## config.mk

```make
export PLATFORM = sky130hd
export DESIGN_NAME = weapon_fire_scheduler
export DESIGN_NICKNAME = d
export VERILOG_FILES = /design/src/rtl/weapon_fire_scheduler.sv
export SDC_FILE = /design/constraint.sdc
export NUM_CORES = 1
export LEC_CHECK = 0
export CAP_MARGIN = 0
export CELL_PAD_IN_SITES_DETAIL_PLACEMENT = 1
export CELL_PAD_IN_SITES_GLOBAL_PLACEMENT = 2
export CORE_AREA = 2 2 99 101
export CTS_BUF_LIST = sky130_fd_sc_hd__clkbuf_8 sky130_fd_sc_hd__clkbuf_16
export DETAILED_ROUTE_END_ITERATION = 7
export DIE_AREA = 0 0 101 103
export PLACE_DENSITY = 0.89
export SLEW_MARGIN = 40
export SYNTH_ARGS = -nofsm -noshare
export SYNTH_HDL_FRONTEND = slang
export SYNTH_SLANG_ARGS = --single-unit
```

## constraint.sdc

```tcl
create_clock -name clk -period 5.1 [get_ports clk]
set_input_delay 1.02 -clock clk [delete_from_list [all_inputs] [get_ports clk]]
set_output_delay 1.02 -clock clk [all_outputs]
set_load 0.1 [all_outputs]
```

## src/rtl/weapon_fire_scheduler.sv

```systemverilog
// Fire scheduler between turret requesters and the ammo saturation counter.
// It grants requests round-robin, enforces a cooldown after each shot and runs timed reloads.
module weapon_fire_scheduler #(
   parameter int         N_REQ       = 4,
   parameter int         AW          = 9,
   parameter int         CW          = 8,
   parameter int         RELOAD_CYC  = 16,
   parameter logic [3:0] ATTACK_MODE = 4'b0010
) (
   input  logic             clk,
   input  logic             rst,
   input  logic [3:0]       mode,
   input  logic [N_REQ-1:0] req,
   input  logic [AW-1:0]    fire_rate,
   input  logic [CW-1:0]    cooldown,
   input  logic             reload_req,
   input  logic [AW-1:0]    reload_amt,
   input  logic [AW-1:0]    max_ammo,
   input  logic [AW-1:0]    ammo_count,
   output logic [N_REQ-1:0] grant,
   output logic             ctr_down,
   output logic [AW-1:0]    ctr_rate,
   output logic             ctr_load,
   output logic             ctr_load_max,
   output logic [AW-1:0]    ctr_in,
   output logic             busy,
   output logic             error,
   output logic [1:0]       err_cause
);

   // state    | meaning
   // S_INIT    | first cycle after reset release
   // S_LOADMAX | load magazine capacity into the counter max register
   // S_IDLE    | evaluate reload / fire requests, flag errors
   // S_FIRE    | one-cycle grant and decrement strobe
   // S_COOLDOWN| post-shot idle time, requests held pending
   // S_RELOAD  | timed reload, counter load in the last cycle

   localparam int PW = (N_REQ > 1) ? $clog2(N_REQ) : 1;
   localparam int RW = $clog2(RELOAD_CYC + 1);
   localparam logic [RW-1:0] RC_INIT  = RW'(RELOAD_CYC - 1);
   localparam logic [PW-1:0] PTR_INIT = PW'(N_REQ - 1);

   typedef enum logic [2:0] {
      S_INIT, S_LOADMAX, S_IDLE, S_FIRE, S_COOLDOWN, S_RELOAD
   } state_t;

   state_t          state_q, state_d;
   logic [CW-1:0]   cd_q, cd_d;
   logic [RW-1:0]   rc_q, rc_d;
   logic [PW-1:0]   ptr_q, ptr_d;
   logic [AW-1:0]   amt_q, amt_d;

   logic [PW-1:0]   win_idx;
   logic            win_valid;
   logic            req_any, mode_ok, ammo_low;

   logic [N_REQ-1:0] grant_d;
   logic             down_d, load_d, load_max_d, busy_d, error_d;
   logic [AW-1:0]    rate_d, in_d;
   logic [1:0]       cause_d;

   assign req_any  = |req;
   assign mode_ok  = (mode == ATTACK_MODE);
   assign ammo_low = (ammo_count == '0) || (ammo_count < fire_rate);

   // Search starts one past the last winner so every requester gets a turn.
   always_comb begin
      logic [PW-1:0] idx;
      win_valid = 1'b0;
      win_idx   = '0;
      idx       = '0;
      for (int i = 1; i <= N_REQ; i++) begin
         idx = PW'((int'(ptr_q) + i) % N_REQ);
         if (!win_valid && req[idx]) begin
            win_valid = 1'b1;
            win_idx   = idx;
         end
      end
   end

   always_ff @(posedge clk or negedge rst) begin
      if (!rst) begin
         state_q <= S_INIT;
         cd_q    <= '0;
         rc_q    <= '0;
         ptr_q   <= PTR_INIT;
         amt_q   <= '0;
      end else begin
         state_q <= state_d;
         cd_q    <= cd_d;
         rc_q    <= rc_d;
         ptr_q   <= ptr_d;
         amt_q   <= amt_d;
      end
   end

   always_comb begin
      state_d = state_q;
      cd_d    = cd_q;
      rc_d    = rc_q;
      ptr_d   = ptr_q;
      amt_d   = amt_q;
      case (state_q)
         S_INIT:    state_d = S_LOADMAX;
         S_LOADMAX: state_d = S_IDLE;
         S_IDLE: begin
            if (reload_req) begin
               state_d = S_RELOAD;
               amt_d   = reload_amt;
               rc_d    = RC_INIT;
            end else if (req_any && mode_ok && !ammo_low && win_valid) begin
               state_d = S_FIRE;
               ptr_d   = win_idx;
            end
         end
         S_FIRE: begin
            if (cooldown == '0) begin
               state_d = S_IDLE;
            end else begin
               state_d = S_COOLDOWN;
               cd_d    = cooldown;
            end
         end
         S_COOLDOWN: begin
            if (cd_q <= CW'(1)) state_d = S_IDLE;
            else                cd_d    = cd_q - CW'(1);
         end
         S_RELOAD: begin
            if (rc_q == '0) state_d = S_IDLE;
            else            rc_d    = rc_q - RW'(1);
         end
         default:   state_d = S_INIT;
      endcase
   end

   // Outputs are registered: this computes what they must show in the next state.
   always_comb begin
      grant_d    = '0;
      down_d     = 1'b0;
      rate_d     = ctr_rate;
      load_d     = 1'b0;
      load_max_d = 1'b0;
      in_d       = '0;
      busy_d     = (state_d != S_IDLE);
      error_d    = 1'b0;
      cause_d    = 2'b00;
      case (state_q)
         S_INIT: begin
            load_max_d = 1'b1;
            in_d       = max_ammo;
         end
         S_IDLE: begin
            if (reload_req) begin
               if (RELOAD_CYC == 1) begin
                  load_d = 1'b1;
                  in_d   = reload_amt;
               end
            end else if (req_any) begin
               if (!mode_ok) begin
                  error_d = 1'b1;
                  cause_d = 2'b01;
               end else if (ammo_low) begin
                  error_d = 1'b1;
                  cause_d = 2'b10;
               end else if (win_valid) begin
                  grant_d = N_REQ'(1) << win_idx;
                  down_d  = 1'b1;
                  rate_d  = fire_rate;
               end
            end
         end
         S_RELOAD: begin
            if (rc_q == RW'(1)) begin
               load_d = 1'b1;
               in_d   = amt_q;
            end
         end
         default: ;
      endcase
   end

   always_ff @(posedge clk or negedge rst) begin
      if (!rst) begin
         grant        <= '0;
         ctr_down     <= 1'b0;
         ctr_rate     <= '0;
         ctr_load     <= 1'b0;
         ctr_load_max <= 1'b0;
         ctr_in       <= '0;
         busy         <= 1'b0;
         error        <= 1'b0;
         err_cause    <= 2'b00;
      end else begin
         grant        <= grant_d;
         ctr_down     <= down_d;
         ctr_rate     <= rate_d;
         ctr_load     <= load_d;
         ctr_load_max <= load_max_d;
         ctr_in       <= in_d;
         busy         <= busy_d;
         error        <= error_d;
         err_cause    <= cause_d;
      end
   end

endmodule

```

## Yosys cells after proc, flatten, opt, wreduce, memory -nomap -nowiden

Cells that the tools add are included.

- Word-level logic and storage cells: 119
- Output and inout port bits: 29
- Bits in registers: 56
- Input port bits: 55

- Eq/ne operators: 12
- Multiplexer cells: 55
- Reduce and logical (&&, ||, !) cells: 23
- Magnitude comparators: 6
- Add/sub/neg operators: 6
- Bitwise operators: 2
- Shifts and indexed selects: 1

Operator list:

| kind | count |
|---|---|
| 2-to-1 mux 4 bit | 6 |
| 2-to-1 mux 1 bit | 22 |
| 2-to-1 mux 2 bit | 9 |
| case mux 3 bit (6 select lines) | 1 |
| case mux 9 bit (2 select lines) | 1 |
| 2-to-1 mux 8 bit | 2 |
| case mux 8 bit (2 select lines) | 1 |
| 2-to-1 mux 3 bit | 5 |
| less-than comparator 2 x 3 -> 1 bit, second input constant | 4 |
| 2-to-1 mux 5 bit | 2 |
| case mux 5 bit (2 select lines) | 1 |
| logical NOT 9 bit | 1 |
| less-than comparator 9 bit | 1 |
| 2-to-1 mux 9 bit | 1 |
| AND reduction 3 bit | 3 |
| binary-select mux 1 bit (select 2 bit) | 4 |
| less-or-equal comparator 8 x 1 -> 1 bit, second input constant | 1 |
| logical NOT 8 bit | 1 |
| != test 2 bit, second input constant | 4 |
| subtractor 8 x 1 -> 8 bit, second input constant | 1 |
| equality test 3 x 2 -> 1 bit, second input constant | 2 |
| equality test 3 bit, second input constant | 2 |
| logical AND 1 bit | 6 |
| AND reduction 6 bit | 1 |
| other kinds (16) | 23 |

## Depth between registers and ports, before layout

- Depth after elaboration: 20
- Gate-level depth with buffers: 8
- Mapped depth without buffers: 7

## Least setup slack after synthesis

OpenSTA, ideal clock, no wires.

- Kind: input to register
- Start point: input port fire_rate[2]
- End point: register busy
- Library setup time: 0.139 ns
- Path buffers: 0
- Required time: 4.961 ns
- Path slack: 2.434 ns
- Arrival time: 2.527 ns
- Stages on the path: 7
- Cells stage by stage: inv_1 > ha_1 > a211oi_1 > o211ai_1 > a21oi_1 > nor4_1 > or4b_1

- Longest elaborated chain between the ends: 9

Ends and longest elaborated chain:

| what | line | source |
|---|---|---|
| start, declared | 14 | `input logic [AW-1:0] fire_rate,` |
| less-than comparator 9 bit | 65 | `assign ammo_low = (ammo_count == '0) \|\| (ammo_count < fire_rate);` |
| logical OR 1 bit | 65 |  |
| logical NOT 1 bit | 112 | `end else if (req_any && mode_ok && !ammo_low && win_valid) begin` |
| logical AND 1 bit (2 in a row) | 112 |  |
| 2-to-1 mux 3 bit | 112 |  |
| 2-to-1 mux 3 bit | 108 | `if (reload_req) begin` |
| case mux 3 bit (6 select lines) | 104 | `case (state_q)` |
| != test 3 x 2 -> 1 bit | 145 | `busy_d = (state_d != S_IDLE);` |
| net busy_d | 59 | `logic down_d, load_d, load_max_d, busy_d, error_d;` |
| end signal, assigned | 201 | `busy <= busy_d;` |
| end, declared | 26 | `output logic busy,` |

The timed path passes the listed nets, and every way through them passes these cells.
A chain may end at the register's enable or synchronous reset.

## Final worst setup path

Ends and elaborated chain as after synthesis.

==> reports/metrics.yaml <==
holdWs_ps: 499
path_clk_slew_ps: 100
grt_antenna_before_repair: 0
synth-edff-count: 0
die_h_um: 103
p_leak_uw: 0.00168
syn-num-nets: 313
rows: 36
syn_inst: 246
startpoint_type: "input port"
nets: 399
syn_area_per_cell_um2: 11.1
pre_cts_slack_ps: 1750
drt_first_pass_iters: 3
rsz0062_at_grt: "false"
synth_cell_types: 49
ioPinCount: 84
ff_latch_area_um2: 1400
wl_per_cell_um: 15.5
htreeDepth: 2
numClockSinks: 56
synth_ff_type: "dfrtp_1"
arrival_ps: 3220
fmax_mhz: 331
drt-vias-per-instance: 4.95
dp_hpwl_um: 5240
cts_hold_buf: 0
final_cells: 447
multiInputGateArea_um2: 1220
drtIter0Drc: 90
irDropWorstVdd_v: 0.000146
setup_tns_ps: 0
drive_gt1_frac: 0.219
ant_nets: 0
grtUsageTotal: 0.137
ys_ff_latch: 56
setup_viol_count_final: 0
async_reset_ff_frac: 1.00
grt_pass1_vias: 2336
die_area_um2: 10400
fin_ws_ps: 2080
synth_area_um2: 2730
power_uw: 1820
grt_start_max_net_pins: 57
crit_path_max_fanout: 5
min_path_type: "reg -> reg"
drv_cap: 0
crit_required_ps: 5290
fin_skew_ps: 10.0
status: "completed"
end_kind: "register"
cts.path.max_buffers: 2
grt_pass1_wl_um: 11200
cts_made_buffers: 5
min_period_ps: 3020
drc: 0
hold_viol: 0
maxSlewHeadroom: 0.513
yosysWarnings: 0
post_cts_resized: 0
cts_tree: "yes"
dp_cells: 439
routed_wl_um: 6920
area_delta_synth_final_pct: 33.9
cts_setup_buffers: 0
io_buffers: 83
power.density_nw_per_um2: 497
grt_overflow_total: 0
fillCellCount: 1061
initial_core_util: 0.288
vias: 2213
clk_latency_ps: 310
slew_viol_final: 0
fin_crit_sh: 0.593
synth-seq-area-share: 0.515
coreArea_um2: 9460
diodes: 0
die_w_um: 101
tightestPinTransition_ps: 730
critical_path_class: "in -> reg"
gp_congestion: 0.783
cts_root_buf: "clkbuf_8"
-- critical path: stages --
cell	delay (ps)
clkdlybuf4s50_1	480
inv_1	50
ha_1	310
a211oi_1	220
o211ai_1	120
a21oi_1	350
nor4_1	140
or4b_1	520
-- cell usage after synthesis (all sizes together) (2+ instances only) --
cell type | count | area [µm²]
inv | 18 | 67.6
a21oi | 15 | 75.1
dfstp | 2 | 52.6
a21o | 2 | 15.0
a211oi | 2 | 15.0
dfrtp | 54 | 1350
a41oi | 2 | 17.5
nor3 | 9 | 45.0
nor2b | 4 | 25.0
a22o | 9 | 78.8
nand2 | 14 | 52.6
xor2 | 2 | 17.5
mux2 | 21 | 236
ha | 12 | 150
buf | 2 | 12.5
nor4 | 7 | 56.3
or3 | 3 | 18.8
a31oi | 2 | 12.5
or4 | 2 | 18.8
or4b | 3 | 33.8
nor3b | 6 | 55.1
clkbuf | 5 | 18.8
nor2 | 17 | 63.8
o21bai | 3 | 22.5
o21ai | 8 | 40.0
nand3 | 3 | 15.0
o211ai | 3 | 27.5
-- final timing paths --
check	start	endpoint	slack, ps	cells past startpoint
worst max register to register	rc_q[0]	busy	2910	7
max in group asynchronous	rst	state_q[0]	3790	2
worst min register to register	amt_q[8]	ctr_in[8]	500	1
worst max-delay path	fire_rate[2]	busy	2080	8
worst min-delay path	amt_q[8]	ctr_in[8]	500	1
min in group asynchronous	rst	cd_q[2]	840	2
-- layer usage --
layer / part of all wire / GRT usage / up-vias
li1: - / - / 1064
met1: 0.44 / 0.164 / 1090
met2: 0.50 / 0.249 / 55
met3: 0.054 / 0.0305 / 4
met4: 0.0052 / 0.0343 / 0
met5: 0 / 0 / -
-- kinds of logic (layout without fill, tap and decap cells) --
kind of cell / after synthesis / after routing / synth area share
multiplexers: 22 / 22 / 0.0904
adder cells (fa/ha/maj): 12 / 12 / 0.0550
buffers and inverters: 25 / 112 / 0.0362
flip-flops: 56 / 56 / 0.515
AO/OA/AOI/OAI: 55 / 55 / 0.142
AND/OR/NAND/NOR: 74 / 74 / 0.156
XOR/XNOR: 2 / 2 / 0.00642
-- metrics by stage --
step           utilization  instance area (µm²)
6_report             0.386                 3650
5_1_grt              0.386                 3650
4_1_cts              0.386                 3650
3_5_place_dp         0.374                 3540
3_3_place_gp         0.390                 3690
2_1_floorplan            -                 2730
-- final cells by class --
| type | instances | area share |
|---|---|---|
| clock buffers | 5 | 0.0188 |
| inverters | 18 | 0.0185 |
| multi-input cells | 165 | 0.335 |
| well taps | 114 | 0.0390 |
| flip-flops and latches | 56 | 0.384 |
| clock inverters | 3 | 0.0116 |
| repair buffers | 86 | 0.192 |
-- sequential cells by signal (all words and copies together) (netlist names) --
signal,flops
amt_q,9
ctr_in,9
ctr_rate,9
cd_q,8
rc_q,5
grant,4
state_q,3
err_cause,2
ptr_q,2
busy,1
ctr_down,1
ctr_load,1
ctr_load_max,1
error,1
-- report_power, final --
group / internal, µW / switching [µW]
clock network: 147 / 151
registers: 583 / 101
logic: 266 / 567
-- cells in the final DEF (no fill, tap or decap), types with 8 or more instances in the layout --
cell             count
ha_1                12
buf_2               30
nor2_1              17
a22o_1               9
o21ai_0              8
dfrtp_1             54
nand2_1             14
a21oi_1             15
mux2_2              21
nor3_1               9
clkdlybuf4s50_1     53
inv_1               19
Power figures use the tool's default switching activity.
